--- src/rtl/pulse_measure_if.sv ---
// Bundle of the pulse measurement signals: pulse input, control and results.
// The master drives stimulus and control; the slave is the measuring block.
interface pulse_measure_if #(
  parameter int CNT_W = 16
);
  logic             pulse_in;
  logic             clear;
  logic [1:0]       sel;
  logic [CNT_W-1:0] width;
  logic [CNT_W-1:0] period;
  logic             valid;
  logic             overflow;
  logic [7:0]       led;

  modport master (
    output pulse_in, clear, sel,
    input  width, period, valid, overflow, led
  );

  modport slave (
    input  pulse_in, clear, sel,
    output width, period, valid, overflow, led
  );
endinterface

--- src/rtl/pulse_measure.sv ---
// Measures high time and rise-to-rise period of an asynchronous pulse stream
// after synchronisation, with saturation detection and a byte-wide display mux.
module pulse_measure #(
  parameter int CNT_W       = 16,
  parameter int SYNC_STAGES = 2
) (
  input logic            CLOCK_50,
  input logic            reset_n,
  pulse_measure_if.slave bus
);

  localparam logic [CNT_W-1:0] CNT_ONE = {{(CNT_W-1){1'b0}}, 1'b1};
  localparam logic [CNT_W-1:0] CNT_MAX = {CNT_W{1'b1}};

  typedef enum logic [1:0] {
    IDLE = 2'd0,
    HIGH = 2'd1,
    LOW  = 2'd2
  } state_t;

  state_t                 state_reg, state_next;
  logic [SYNC_STAGES-1:0] sync_reg;
  logic                   prev_reg;
  logic                   sync, rise, fall;
  logic [CNT_W-1:0]       hw_reg, hw_next;
  logic [CNT_W-1:0]       per_reg, per_next;
  logic [CNT_W-1:0]       width_reg, width_next;
  logic [CNT_W-1:0]       period_reg, period_next;
  logic                   valid_reg, valid_next;
  logic                   overflow_reg, overflow_next;
  logic                   sat_hit;
  logic [7:0]             led_reg, led_next;
  logic [15:0]            width16, period16;

  assign sync = sync_reg[SYNC_STAGES-1];
  assign rise = sync & ~prev_reg;
  assign fall = ~sync & prev_reg;

  always_ff @(posedge CLOCK_50 or negedge reset_n) begin
    if (!reset_n) begin
      sync_reg <= '0;
      prev_reg <= 1'b0;
    end else begin
      sync_reg <= {sync_reg[SYNC_STAGES-2:0], bus.pulse_in};
      prev_reg <= sync;
    end
  end

  always_ff @(posedge CLOCK_50 or negedge reset_n) begin
    if (!reset_n) begin
      state_reg    <= IDLE;
      hw_reg       <= '0;
      per_reg      <= '0;
      width_reg    <= '0;
      period_reg   <= '0;
      valid_reg    <= 1'b0;
      overflow_reg <= 1'b0;
      led_reg      <= 8'h00;
    end else begin
      state_reg    <= state_next;
      hw_reg       <= hw_next;
      per_reg      <= per_next;
      width_reg    <= width_next;
      period_reg   <= period_next;
      valid_reg    <= valid_next;
      overflow_reg <= overflow_next;
      led_reg      <= led_next;
    end
  end

  always_comb begin
    state_next    = state_reg;
    hw_next       = hw_reg;
    per_next      = per_reg;
    width_next    = width_reg;
    period_next   = period_reg;
    valid_next    = 1'b0;
    overflow_next = overflow_reg;
    sat_hit       = 1'b0;

    case (state_reg)
      IDLE: begin
        if (rise) begin
          hw_next    = CNT_ONE;
          per_next   = CNT_ONE;
          state_next = HIGH;
        end
      end
      HIGH: begin
        // hw_cnt never exceeds per_cnt, but both are tested while high
        if (sync) begin
          if ((per_reg == CNT_MAX) || (hw_reg == CNT_MAX)) begin
            sat_hit = 1'b1;
          end else begin
            hw_next  = hw_reg + CNT_ONE;
            per_next = per_reg + CNT_ONE;
          end
        end else if (fall) begin
          if (per_reg == CNT_MAX) begin
            sat_hit = 1'b1;
          end else begin
            per_next   = per_reg + CNT_ONE;
            state_next = LOW;
          end
        end
      end
      LOW: begin
        if (rise) begin
          width_next  = hw_reg;
          period_next = per_reg;
          valid_next  = 1'b1;
          hw_next     = CNT_ONE;
          per_next    = CNT_ONE;
          state_next  = HIGH;
        end else if (per_reg == CNT_MAX) begin
          sat_hit = 1'b1;
        end else begin
          per_next = per_reg + CNT_ONE;
        end
      end
      default: state_next = IDLE;
    endcase

    // A saturated measurement is abandoned; results keep their last values
    if (sat_hit) begin
      overflow_next = 1'b1;
      state_next    = IDLE;
    end

    if (bus.clear) begin
      state_next    = IDLE;
      hw_next       = '0;
      per_next      = '0;
      width_next    = '0;
      period_next   = '0;
      valid_next    = 1'b0;
      overflow_next = 1'b0;
    end
  end

  // Display view is always 16 bits; bits above CNT_W read as zero
  generate
    for (genvar gi = 0; gi < 16; gi++) begin : g_disp
      if (gi < CNT_W) begin : g_bit
        assign width16[gi]  = width_reg[gi];
        assign period16[gi] = period_reg[gi];
      end else begin : g_pad
        assign width16[gi]  = 1'b0;
        assign period16[gi] = 1'b0;
      end
    end
  endgenerate

  always_comb begin
    led_next = 8'h00;
    case (bus.sel)
      2'b00:   led_next = width16[7:0];
      2'b01:   led_next = width16[15:8];
      2'b10:   led_next = period16[7:0];
      default: led_next = period16[15:8];
    endcase
  end

  assign bus.width    = width_reg;
  assign bus.period   = period_reg;
  assign bus.valid    = valid_reg;
  assign bus.overflow = overflow_reg;
  assign bus.led      = led_reg;

endmodule

--- src/flat_wrapper.sv ---
// flat-port wrapper written by rule: the top's interface ports become plain ports
module pulse_measure_flat 
#(
  parameter int CNT_W       = 16,
  parameter int SYNC_STAGES = 2
)
  (CLOCK_50, reset_n, bus_pulse_in, bus_clear, bus_sel, bus_width, bus_period, bus_valid, bus_overflow, bus_led);
  pulse_measure_if #(.CNT_W(CNT_W)) bus_i ();
  input logic CLOCK_50;
  input logic reset_n;
  input wire logic [$bits(bus_i.pulse_in)-1:0] bus_pulse_in;
  input wire logic [$bits(bus_i.clear)-1:0] bus_clear;
  input wire logic [$bits(bus_i.sel)-1:0] bus_sel;
  output wire logic [$bits(bus_i.width)-1:0] bus_width;
  output wire logic [$bits(bus_i.period)-1:0] bus_period;
  output wire logic [$bits(bus_i.valid)-1:0] bus_valid;
  output wire logic [$bits(bus_i.overflow)-1:0] bus_overflow;
  output wire logic [$bits(bus_i.led)-1:0] bus_led;
  assign bus_i.pulse_in = bus_pulse_in;
  assign bus_i.clear = bus_clear;
  assign bus_i.sel = bus_sel;
  assign bus_width = bus_i.width;
  assign bus_period = bus_i.period;
  assign bus_valid = bus_i.valid;
  assign bus_overflow = bus_i.overflow;
  assign bus_led = bus_i.led;
  pulse_measure #(.CNT_W(CNT_W), .SYNC_STAGES(SYNC_STAGES)) u_core (.CLOCK_50(CLOCK_50), .reset_n(reset_n), .bus(bus_i));
endmodule
--- config.mk ---
export PLATFORM = sky130hd
export DESIGN_NAME = pulse_measure_flat
export DESIGN_NICKNAME = d
export VERILOG_FILES = /design/src/rtl/pulse_measure_if.sv /design/src/rtl/pulse_measure.sv /design/src/flat_wrapper.sv
export SDC_FILE = /design/constraint.sdc
export NUM_CORES = 1
export LEC_CHECK = 0
export ABC_AREA = 1
export CORE_MARGIN = 1.5
export CORE_UTILIZATION = 45
export DETAILED_ROUTE_END_ITERATION = 8
export HOLD_SLACK_MARGIN = 0.06
export PLACE_DENSITY = 0.75
export SLEW_MARGIN = 20
export SYNTH_ARGS = -nofsm -noshare
export SYNTH_HDL_FRONTEND = slang
export SYNTH_SLANG_ARGS = --single-unit
--- constraint.sdc ---
create_clock -name CLOCK_50 -period 1.6 [get_ports CLOCK_50]
set_input_delay 0.32 -clock CLOCK_50 [delete_from_list [all_inputs] [get_ports CLOCK_50]]
set_output_delay 0.32 -clock CLOCK_50 [all_outputs]
set_load 0.1 [all_outputs]
==> qor.csv <==
metric,value,unit
status,"finished, violations left",
violations,setup timing,
worst_pin_slew,0.448,ns
crit_type,register to register,
track_usage,28.4,%
grt_pass1_wl,23100,um
yosysWarnings,0,
start_util,46.4,%
worstSkewPairLatency,0.37,ns
first_iter_violations,271,
dp.final_hpwl,10300,um
htreeDepth,3,
ys_seq_elements,79,
cap_violations,0,
final_cell_area,6900,um2
worst_setup_path_end_kind,register,
setup_ws,-0.170,ns
dpl.cell_count,830,
rr_startpoint,u_core.hw_reg[1],
syn_area,4530,um2
dieArea,10700,um2
cts-root-buf,clkbuf_8,
grt_pass1_vias,4784,
wl,15100,um
fin_nets,738,
hold_class,register to register,
grt_max_degree,46,
std_cell_rows,36,
rsz0062_at_grt,yes,
cts.sinks,79,
antenna_found_initial,0,
drc_errors,0,
setup_viol,35,
crit_path_max_fanout,7,
finalCritPeriodShare,111,%
ir_worst_vdd,0.744,mV
clk_path_buf_depth,2,
overflow,0,
fmax,565,MHz
power,0.00680,W
fin_skew,0.0119,ns
syn-num-nets,601,
yosys.cell_types.count,36,
cts_buffers,9,
ys.flop_type,dfrtp_1,
syn-mean-instance-area,7.71,um2
synth-edff-count,0,
final_cell_mix,"nand2_1 (116), buf_4 (79), dfrtp_1 (77)",
worstSetupStartpointType,register,
startpoint,u_core.hw_reg[1],
area_delta_synth_final,52.1,%
fin_cells,863,
port_buffers,47,
postRouteAntennaNets,0,
timing.hold.ws,0.363,ns
slew_headroom,69.9,%
r2r_slack,-0.17,ns
drt_pass1_iterations,7,
cts_tree,built,
io_pins,48,
n_fill_cell,693,
mostFrequentLayoutCell,nand2_1,
seq_area_frac_synth,43.6,%
drt-wirelength-per-cell,17.4,um
die_h,103,um
place_area,6180,um2
fin_crit,1.77,ns
p_per_area,986,nW/um2
core-area,9770,um2
final_hold_viol_count,0,
leakage,3.15,nW
crit_required,1.90,ns
synthCells,588,
chipWidth,103,um
utilization,70.5,%
clk_pin_slew,0.09,ns
crit_arrival,2.07,ns
drv_slew,0,
drive_gt1_share,35.8,%
antennaDiodeCount,0,
gp_congestion,0.915,
worstHoldStart,u_core.sync_reg[0],
vias_per_cell,5.60,
num_vias,4834,
async_flop_share,100,%
## cell families (layout without fill, tap and decap cells)
kind of cell / after synthesis / in the layout / share of synthesized area [%]
adder cells (fa/ha/maj): 7 / 7 / 1.93
XOR/XNOR: 6 / 6 / 1.16
buffers and inverters: 103 / 242 / 9.49
flip-flops: 79 / 79 / 43.6
AO/OA/AOI/OAI: 117 / 117 / 14.8
AND/OR/NAND/NOR: 276 / 279 / 29.0
## power by group
part	switching [W]	total, W	internal, W	leakage [nW]
logic	0.00184	0.00322	0.00138	1.98
registers	0.0000872	0.00216	0.00207	1.09
clock network	0.000845	0.00142	0.000579	0.0838
## metrics by stage
stage	TNS (ns)	setup WS, ns
final	-3.34	-0.170
after global routing	-5.73	-0.245
after CTS	-1.87	-0.0838
after detailed placement	-10.05	-0.281
after global placement	-6.83	-0.217
after floorplan	-0.805	-0.0575
## final timing paths
| path | cells after the start | endpoint |
|---|---|---|
| worst max-delay path | 13 | u_core.hw_reg[7] |
| worst min-delay path | 0 | u_core.sync_reg[1] |
| worst max register to register | 13 | u_core.hw_reg[7] |
| worst min register to register | 0 | u_core.sync_reg[1] |
| max in group asynchronous | 3 | u_core.bus.period[8] |
| min in group asynchronous | 2 | u_core.state_reg[1] |
## per-layer routing
| layer | global-route usage [%] | share of wire [%] |
|---|---|---|
| met5 | 0 | 0 |
| met4 | 13.2 | 3.8 |
| met3 | 5.44 | 7.2 |
| met1 | 35.1 | 39 |
| met2 | 48.1 | 50 |
## critical path: stages (launching register included)
cell     delay (ns)
dfrtp_1        0.40
ha_2           0.21
nand2_2        0.11
inv_2          0.06
nand2_4        0.07
nor2_4         0.04
nand2_4        0.09
nand3_4        0.09
nand2_4        0.09
nand2_4        0.05
nor2_4         0.17
buf_12         0.18
nand2_2        0.06
o21ai_2        0.07
## what timing repair did
action | in CTS | in global routing
gates cloned | 3 | 1
hold buffers | 1 | 0
gates resized for setup | 45 | 60
endpoints found under the setup margin | 35 | 35
pin swaps | 16 | 19
buffers inserted | 7 | 5
endpoints found under the hold margin | 21 | 0
## area by class of cell
class	count	area, um2	area share (%)
Clock inverter	7	56.3	0.817
Inverter	86	325	4.72
Multi-Input combinational cell	409	2530	36.7
Clock buffer	9	124	1.80
Tap cell	133	166	2.41
Timing Repair Buffer	140	1710	24.9
Sequential cell	79	1980	28.7
## synth_stat cells, types with 6 or more instances
master   count  area, um2
o21ai_1     12       60.1
o21ai_0     44        220
nand2_2     11       68.8
nand3_1     36        180
xor2_1       6       52.6
ha_1         7       87.6
nor3_1      11       55.1
inv_1       77        289
nor2_2       6       37.5
nand2_1    136        510
o21ai_2      7       61.3
a21oi_1     18       90.1
dfrtp_1     79       1980
o22ai_1     28        175
inv_2        9       33.8
nor2_1      39        146
nand4_1     19        119
No activity file was read; power rests on OpenSTA's default activity.
